--- src/rtl/imul_int_mul_varlat_param_pkg.sv ---
// Shared types for the variable-latency integer multiplier:
// FSM state encoding, operation encodings and signedness helpers.
package imul_varlat_pkg;

  localparam int STATE_W = 2;

  typedef enum logic [STATE_W-1:0] {
    S_IDLE = 2'd0,
    S_CALC = 2'd1,
    S_DONE = 2'd2
  } state_t;

  typedef enum logic [1:0] {
    OP_MUL    = 2'd0,
    OP_MULH   = 2'd1,
    OP_MULHSU = 2'd2,
    OP_MULHU  = 2'd3
  } op_t;

  // Operand a is two's complement for MULH and MULHSU.
  function automatic logic a_is_signed(op_t op);
    return (op == OP_MULH) || (op == OP_MULHSU);
  endfunction

  // Operand b is two's complement only for MULH.
  function automatic logic b_is_signed(op_t op);
    return (op == OP_MULH);
  endfunction

endpackage

--- src/rtl/imul_int_mul_varlat_param_if.sv ---
// Request/response handshake bundle of the multiplier.
// master = requester side, slave = multiplier side.
interface imul_int_mul_varlat_param_if #(
  parameter int NBITS = 32
);
  logic                 recv_val;
  logic                 recv_rdy;
  logic [2*NBITS+1:0]   recv_msg;
  logic                 send_val;
  logic                 send_rdy;
  logic [NBITS-1:0]     send_msg;

  modport master (
    output recv_val, recv_msg, send_rdy,
    input  recv_rdy, send_val, send_msg
  );

  modport slave (
    input  recv_val, recv_msg, send_rdy,
    output recv_rdy, send_val, send_msg
  );
endinterface

--- src/rtl/imul_int_mul_varlat_param_calc_shamt.sv ---
// Shift-amount generator for one iteration of the shift-add loop.
// With IMUL_VARLAT_SKIP_ZEROS_EN defined, runs of zero bits in the low
// byte of b are skipped in a single step (up to 8 bits); otherwise
// every step shifts by exactly one.
module imul_varlat_calc_shamt (
  input  logic [7:0] b,
  output logic [3:0] shamt
);

`ifdef IMUL_VARLAT_SKIP_ZEROS_EN
  // Trailing-zero count of the low byte, 8 when the byte is empty;
  // a set LSB means an add is pending, so only advance by one.
  always_comb begin
    shamt = 4'd8;
    for (int i = 7; i >= 0; i--) begin
      if (b[i]) shamt = 4'(i);
    end
    if (b[0]) shamt = 4'd1;
  end
`else
  logic unused_b;
  assign unused_b = ^b;

  // Plain radix-2 iteration: one bit per step.
  always_comb begin
    shamt = 4'd1;
  end
`endif

endmodule

--- src/rtl/imul_int_mul_varlat_param.sv ---
// Variable-latency iterative integer multiplier (MUL/MULH/MULHSU/MULHU).
// Operands are converted to magnitudes on accept, multiplied with a
// shift-add loop that ends as soon as the remaining multiplier is zero,
// and the sign is reapplied on the way out.
// Optional zero-skipping is enabled by defining IMUL_VARLAT_SKIP_ZEROS_EN.
module imul_int_mul_varlat_param
  import imul_varlat_pkg::*;
#(
  parameter int NBITS = 32
) (
  input  logic clk,
  input  logic reset_n,
  imul_int_mul_varlat_param_if.slave io
);

  localparam int W2 = 2 * NBITS;

  state_t            state;
  op_t               op_reg;
  logic              neg;
  logic [W2-1:0]     a_reg;
  logic [NBITS-1:0]  b_reg;
  logic [W2-1:0]     result;
  logic              idle_q;
  logic              send_val_q;
  logic [3:0]        shamt;

  op_t               req_op;
  logic [NBITS-1:0]  req_a;
  logic [NBITS-1:0]  req_b;
  logic              a_neg;
  logic              b_neg;
  logic [NBITS-1:0]  a_mag;
  logic [NBITS-1:0]  b_mag;
  logic [W2-1:0]     full;
  logic [NBITS-1:0]  sel;

  assign req_op = op_t'(io.recv_msg[W2+1 -: 2]);
  assign req_a  = io.recv_msg[W2-1 -: NBITS];
  assign req_b  = io.recv_msg[NBITS-1:0];

  // Magnitude conversion; -(-2^(NBITS-1)) wraps to 2^(NBITS-1), which is
  // exactly the right unsigned magnitude.
  assign a_neg = a_is_signed(req_op) && req_a[NBITS-1];
  assign b_neg = b_is_signed(req_op) && req_b[NBITS-1];
  assign a_mag = a_neg ? -req_a : req_a;
  assign b_mag = b_neg ? -req_b : req_b;

  imul_varlat_calc_shamt u_calc_shamt (
    .b     (b_reg[7:0]),
    .shamt (shamt)
  );

  // Control FSM and datapath registers.
  always_ff @(posedge clk or negedge reset_n) begin
    if (!reset_n) begin
      state      <= S_IDLE;
      op_reg     <= OP_MUL;
      neg        <= 1'b0;
      a_reg      <= '0;
      b_reg      <= '0;
      result     <= '0;
      idle_q     <= 1'b1;
      send_val_q <= 1'b0;
    end else begin
      case (state)
        S_IDLE: begin
          if (io.recv_val) begin
            op_reg <= req_op;
            neg    <= a_neg ^ b_neg;
            a_reg  <= {{NBITS{1'b0}}, a_mag};
            b_reg  <= b_mag;
            result <= '0;
            idle_q <= 1'b0;
            state  <= S_CALC;
          end
        end
        S_CALC: begin
          if (b_reg == '0) begin
            send_val_q <= 1'b1;
            state      <= S_DONE;
          end else begin
            if (b_reg[0]) result <= result + a_reg;
            a_reg <= a_reg << shamt;
            b_reg <= b_reg >> shamt;
          end
        end
        S_DONE: begin
          if (io.send_rdy) begin
            send_val_q <= 1'b0;
            idle_q     <= 1'b1;
            state      <= S_IDLE;
          end
        end
        default: begin
          send_val_q <= 1'b0;
          idle_q     <= 1'b1;
          state      <= S_IDLE;
        end
      endcase
    end
  end

  // Sign reapplied over the full product, then the requested half picked.
  always_comb begin
    full = neg ? -result : result;
    sel  = (op_reg == OP_MUL) ? full[NBITS-1:0] : full[W2-1:NBITS];
  end

  // Ready is masked by reset so it stays low while reset is held and
  // rises immediately on release.
  assign io.recv_rdy = idle_q & reset_n;
  assign io.send_val = send_val_q;
  assign io.send_msg = send_val_q ? sel : '0;

endmodule

--- src/flat_wrapper.sv ---
// flat-port wrapper written by rule: the top's interface ports become plain ports
module imul_int_mul_varlat_param_flat import imul_varlat_pkg::*;
#(
  parameter int NBITS = 32
)
  (clk, reset_n, io_recv_val, io_recv_msg, io_send_rdy, io_recv_rdy, io_send_val, io_send_msg);
  imul_int_mul_varlat_param_if #(.NBITS(NBITS)) io_i ();
  input  logic clk;
  input  logic reset_n;
  input wire logic [$bits(io_i.recv_val)-1:0] io_recv_val;
  input wire logic [$bits(io_i.recv_msg)-1:0] io_recv_msg;
  input wire logic [$bits(io_i.send_rdy)-1:0] io_send_rdy;
  output wire logic [$bits(io_i.recv_rdy)-1:0] io_recv_rdy;
  output wire logic [$bits(io_i.send_val)-1:0] io_send_val;
  output wire logic [$bits(io_i.send_msg)-1:0] io_send_msg;
  assign io_i.recv_val = io_recv_val;
  assign io_i.recv_msg = io_recv_msg;
  assign io_i.send_rdy = io_send_rdy;
  assign io_recv_rdy = io_i.recv_rdy;
  assign io_send_val = io_i.send_val;
  assign io_send_msg = io_i.send_msg;
  imul_int_mul_varlat_param #(.NBITS(NBITS)) u_core (.clk(clk), .reset_n(reset_n), .io(io_i));
endmodule
--- config.mk ---
export PLATFORM = sky130hd
export DESIGN_NAME = imul_int_mul_varlat_param_flat
export DESIGN_NICKNAME = d
export VERILOG_FILES = /design/src/rtl/imul_int_mul_varlat_param_pkg.sv /design/src/rtl/imul_int_mul_varlat_param_if.sv /design/src/rtl/imul_int_mul_varlat_param_calc_shamt.sv /design/src/rtl/imul_int_mul_varlat_param.sv /design/src/flat_wrapper.sv
export SDC_FILE = /design/constraint.sdc
export NUM_CORES = 1
export LEC_CHECK = 0
export CORE_ASPECT_RATIO = 0.7
export CORE_MARGIN = 1
export CORE_UTILIZATION = 40
export DETAILED_ROUTE_END_ITERATION = 12
export PLACE_DENSITY_LB_ADDON = 0.2
export SYNTH_ARGS = -nofsm -noshare
export SYNTH_HDL_FRONTEND = slang
export SYNTH_SLANG_ARGS = --single-unit
--- constraint.sdc ---
create_clock -name clk -period 4.6 [get_ports clk]
set_input_delay 1.15 -clock clk [delete_from_list [all_inputs] [get_ports clk]]
set_output_delay 1.15 -clock clk [all_outputs]
set_load 0.05 [all_outputs]
==> results.yml, run 1 <==
setup_path:
  crit_top_cell: "or3_4"
  crit_slowest_cell: "or4_4"
  slowest_delay_ns: 0.59
  start_kind: "register"
  cp-end-kind: "output port"
  crit_chain: "or4_4, or3_4, or3_4, or3_4, o41ai_4, buf_4, buf_4, xnor2_1, o211a_1, buf_12"
  crit_fanout: 5
  r2r_cells: 13
  worstSetupPathType: "reg2out"
  crit_arrival_ns: 3.59
  cp.required_ns: 3.45
drt:
  finalWirelength_um: 45200
  drtIter0Drc: 1259
  drcViolationCount: 0
  drt_pass1_iterations: 5
  route.detailed.wl_per_inst_um: 19.3
  antenna_left: 0
  vias: 14000
  routed_via_density: 5.96
status:
  violations: "setup timing"
  status: "complete, but fails checks"
job:
  maxCapViolations: 0
timing:
  post-route-period-util_pct: 103
  fin_hold_ws_ns: 0.498
  setup_ws_ns: -0.141
  finalMaxSlewViolations: 0
  fin_skew_ns: 0.0125
  fin_setup_tns_ns: -0.989
  hold_violations: 0
  slew_headroom_pct: 32.7
  fin_crit_ns: 4.74
  rsz0062_at_grt: "yes"
  setup_viol: 14
  tightestPinTransition_ns: 1.01
  clock.fmax_mhz: 211
yosys:
  synthTopCellsByArea: "dfrtp_1, o21ai_0, nand2_1"
  synth-seq-area-share_pct: 30.4
  async_flop_share_pct: 100
  ys.flop_type: "dfrtp_1"
  synth_edf_count: 0
  postSynthAreaPerCell_um2: 7.58
  synthDistinctLibCells: 68
  postSynthNetCount: 1953
  syn_area_um2: 13800
  syn-instance-count: 1815
  synth_seq_cells: 167
  ys_warn_count: 0
  yosys.area.top_type: "dfrtp_1"
  yosys.area.top_type_share_pct: 30.2
floorplan:
  dieArea_um2: 35100
  core_area_um2: 33600
  dieWidth_um: 224
  start_util_pct: 40.9
  die_y_um: 157
  num_rows: 56
  ios: 104
clocking:
  cts.htree.levels: 4
  clock_tree.root_cell: "clkbuf_16"
  clk_pin_slew_worst_paths_ns: 0.07
  clk_latency_ns: 0.45
  cts.path.max_buffers: 2
  clock-sinks: 167
  cts_tree: "yes"
  cts_buffers: 17
global_route:
  gr-usage-all-layers_pct: 26.0
  grt_pass1_vias: 12600
  overflow: 0
  grt_pass1_wl_um: 71000
  antenna_found_initial: 2
  grt_start_max_net_pins: 127
final_layout:
  fillCellCount: 3220
  synthToLayoutAreaGrowth_pct: 21.8
  nets: 2030
  drive_gt1_share_pct: 11.0
  ff_latch_area_um2: 4180
  multi_input_area_um2: 9430
  fin_cells: 2341
pwr:
  internal_power_uw: 5080
  p_sw_share_pct: 49.3
  ir_drop_mv: 0.357
  sequentialPowerShare_pct: 27.9
  power_density_nw_per_um2: 598
  power_switching_uw: 4940
  p_leak_uw: 0.00726
  p_comb_share_pct: 57.2
  power.total_uw: 10000
  clockPowerShare_pct: 15.0
placed_design:
  io_buffers: 103
  gp_congestion: 0.934
  dp_cells: 2295
  hpwl_um: 34800
min_path:
  hold_class: "reg2reg"
  min_path_cells: 2
-- what timing repair did --
| action | CTS | global route |
|---|---|---|
| hold buffers | 0 | 0 |
| gates resized for setup | 42 | 42 |
| endpoints found under the setup margin | 24 | 27 |
| gates cloned | 0 | 0 |
| setup buffers | 9 | 5 |
| pin swaps | 24 | 20 |
-- metal layers --
metal	global-route usage, %	vias up	routed length [um]
met3	7.56	45	4470
li1	-	6707	-
met2	35.4	535	17500
met1	39.7	6663	22600
met5	0	-	0
met4	5.68	0	607
-- per-stage QoR --
stage	setup slack, ns	cell area (um2)	util [%]
finish	-0.141	16700	49.8
global route	-0.262	16700	49.8
CTS	-0.201	16500	49.2
detailed placement	0.0704	15700	46.6
global placement	0.107	15700	46.6
floorplan	0.0801	13800	-
-- layout by cell type, fill, tap and decap left out, types with 15 or more instances in the layout --
cell type and count:
o21ai_0 194, inv_1 22, xnor2_1 84, ha_1 67, a31oi_1 26, clkdlybuf4s50_1 69, buf_12 32, clkbuf_16 18
nor3_1 31, o211ai_1 15, o31ai_1 22, nand2_1 260, buf_4 63, or3_1 21, a21o_1 37, xor2_1 77
nor4_1 23, nand3_1 121, dfrtp_1 163, o21a_1 16, o211a_1 15, a21oi_1 144, nand4_1 26, nor2_1 134
-- cells in the mapped netlist (25+ instances only) --
cell type,number
nor2_1,137
nor3_1,32
nand2_1,266
a31oi_1,26
or3_1,26
clkbuf_1,95
o31ai_1,27
nor4_1,25
xor2_1,78
a21o_1,37
dfrtp_1,166
nand4_1,26
o21ai_0,205
a21oi_1,149
ha_1,67
nand3_1,122
xnor2_1,87
-- worst paths after layout --
path	startpoint	to	slack, ns
max	u_core.result[3]$_DFFE_PN0P_	io_send_msg[20]	-0.14
min	u_core.a_reg[58]$_DFFE_PN0P_	u_core.a_reg[58]$_DFFE_PN0P_	0.50
max reg2reg	u_core.result[17]$_DFFE_PN0P_	u_core.result[63]$_DFFE_PN0P_	0.72
min reg2reg	u_core.a_reg[58]$_DFFE_PN0P_	u_core.a_reg[58]$_DFFE_PN0P_	0.50
max in group asynchronous	reset_n	u_core.result[10]$_DFFE_PN0P_	2.78
min in group asynchronous	reset_n	u_core.a_reg[19]$_DFFE_PN0P_	0.62
-- power groups by stage --
stage / Clock (uW) / Sequential, uW / Combinational, uW
global placement: 0 / 2740 / 5320
floorplan: 0 / 2490 / 3870
global route: 1590 / 2850 / 6290
finish: 1500 / 2790 / 5730
detailed placement: 0 / 2750 / 5340
CTS: 1520 / 2740 / 5490
-- layout make-up --
class	instances	area share, %
Multi-Input combinational cell	1511	56.3
Sequential cell	167	25.0
Timing Repair Buffer	172	11.4
Tap cell	435	3.25
Clock buffer	17	2.54
Clock inverter	15	1.02
Inverter	23	0.516
Antenna cell	1	0.0149
-- cell families after synthesis --
group | Yosys count | share of synthesized area (%)
and+or+nand+nor | 723 | 24.7
AOI/OAI and AO/OA | 550 | 24.0
DFF | 167 | 30.4
xor gates and xnor gates | 165 | 10.5
buffers and inverters | 137 | 3.74
adders and majority gates | 68 | 6.24
muxes | 5 | 0.364
-- critical path: cells and delay by family, from the launching register on --
family	cells	cell delay (ns)
xor gates and xnor gates	1	0.05
and+or+nand+nor	4	1.70
DFF	1	0.38
buffers and inverters	3	0.42
AOI/OAI and AO/OA	2	0.58
(Power assumes the default switching activity.)
==> run 2: changes to the inputs <==
- CORE_MARGIN: 1 -> 4
- PLACE_DENSITY_LB_ADDON: 0.2 -> unset
==> results.yml, run 2 (synthesis results as in run 1) <==
timing:
  finalMaxSlewViolations: 0
  fin_skew_ns: 0.0114
  tightestPinTransition_ns: 1.03
  setup_ws_ns: -0.158
  rsz0062_at_grt: "yes"
  fin_setup_tns_ns: -1.40
  slew_headroom_pct: 31.6
  hold_violations: 0
  setup_viol: 17
  fin_hold_ws_ns: 0.507
  clock.fmax_mhz: 210
  post-route-period-util_pct: 103
  fin_crit_ns: 4.76
placed_design:
  hpwl_um: 36000
  place_area_um2: 15800
  io_buffers: 103
  gp_congestion: 0.978
  dp_cells: 2331
final_layout:
  final_area_um2: 16700
  fillCellCount: 3242
  drive_gt1_share_pct: 11.0
  diodes: 0
  layout_commonest_cell: "nand2_1"
  synthToLayoutAreaGrowth_pct: 21.8
  layout_common_cells: "nand2_1, o21ai_0, dfrtp_1, a21oi_1, nor2_1"
  nets: 2037
  fin_cells: 2375
drt:
  finalWirelength_um: 46100
  route.detailed.wl_per_inst_um: 19.4
  antenna_left: 0
  drt_pass1_iterations: 6
  drcViolationCount: 0
  vias: 13900
  drtIter0Drc: 1569
  routed_via_density: 5.86
pwr:
  power.total_uw: 9990
  p_leak_uw: 0.00724
  power_density_nw_per_um2: 596
  ir_drop_mv: 0.350
global_route:
  gr-usage-all-layers_pct: 24.5
  grt_start_max_net_pins: 131
  grt_pass1_wl_um: 73300
  overflow: 0
  grt_pass1_vias: 12800
  antenna_found_initial: 4
min_path:
  hold_class: "reg2reg"
  hold_start: "u_core.a_reg[51]$_DFFE_PN0P_"
floorplan:
  dieArea_um2: 37500
  dieWidth_um: 230
  ios: 104
  num_rows: 56
  die_y_um: 163
  start_util_pct: 40.8
  core_area_um2: 33700
setup_path:
  ff2ff_setup_slack_ns: 0.71
  timing.rr.start: "u_core.result[17]$_DFFE_PN0P_"
  cp-end-kind: "output port"
  crit_fanout: 5
  cp-startpoint: "u_core.result[3]$_DFFE_PN0P_"
  cp.required_ns: 3.45
  start_kind: "register"
  crit_arrival_ns: 3.61
  worstSetupPathType: "reg2out"
status:
  violations: "setup timing"
  status: "complete, but fails checks"
job:
  maxCapViolations: 0
clocking:
  cts_buffers: 17
  cts_tree: "yes"
  cts.path.max_buffers: 2
  clk_pin_slew_worst_paths_ns: 0.07
  cts.htree.levels: 4
  clock_tree.root_cell: "clkbuf_16"
  clock-sinks: 167
  clk_latency_ns: 0.45
  cts_hold_buf: 0
-- run 2: changes by cell type in the layout (fill, tap and decap cells not counted), sizes merged, moves of 3 or more --
cell      change
clkinvlp      +4
inv           -3
clkbuf        +3
clkinv        -4
buf           +7
-- run 2: metal layers --
metal | vias up | share of wire [%] | track usage [%]
met5 | - | 0.091 | 0
met4 | 6 | 1.3 | 4.42
met3 | 55 | 8.9 | 7.11
met2 | 542 | 38 | 32.1
met1 | 6625 | 52 | 39.2
li1 | 6693 | - | -
-- run 2: worst paths after layout --
path	endpoint	cells after the start
worst min-delay path	u_core.a_reg[51]$_DFFE_PN0P_	2
max in group asynchronous	u_core.neg$_DFFE_PN0P_	2
worst min register to register	u_core.a_reg[51]$_DFFE_PN0P_	2
min in group asynchronous	u_core.a_reg[2]$_DFFE_PN0P_	1
worst max-delay path	io_send_msg[28]	11
worst max register to register	u_core.result[63]$_DFFE_PN0P_	13
-- run 2: worst max-delay path, stage by stage, from the launching register on --
cell and delay [ns]:
dfrtp_1 0.39, or4_4 0.58, or3_4 0.37, or3_4 0.41, or3_4 0.42, o41ai_2 0.22, buf_4 0.17, nand2_2 0.05
xnor2_1 0.12, o21ai_1 0.14, and2_4 0.17, buf_12 0.13
-- run 2: layout make-up --
type | instances | area, um2 | area share [%]
Multi-Input combinational cell | 1511 | 9400 | 56.1
Sequential cell | 167 | 4180 | 25.0
Timing Repair Buffer | 179 | 1940 | 11.6
Tap cell | 464 | 581 | 3.47
Clock buffer | 20 | 457 | 2.73
Clock inverter | 11 | 100 | 0.598
Inverter | 23 | 86.3 | 0.515
-- run 2: report_power, final --
| group | internal (uW) | switching [uW] |
|---|---|---|
| clock network | 770 | 645 |
| logic | 2270 | 3570 |
| registers | 2010 | 722 |
| total | 5050 | 4940 |
-- run 2: per-stage QoR --
step	setup WS, ns	util, %
6_report	-0.158	49.7
5_1_grt	-0.262	49.7
4_1_cts	-0.238	49.1
3_5_place_dp	0.109	46.8
3_3_place_gp	0.134	46.8
2_1_floorplan	0.0801	-
-- run 2: timing repair --
| action | in CTS | in global routing |
|---|---|---|
| pin swaps | 23 | 18 |
| setup endpoints to repair | 26 | 29 |
| buffers inserted | 9 | 4 |
| gates resized for setup | 42 | 28 |
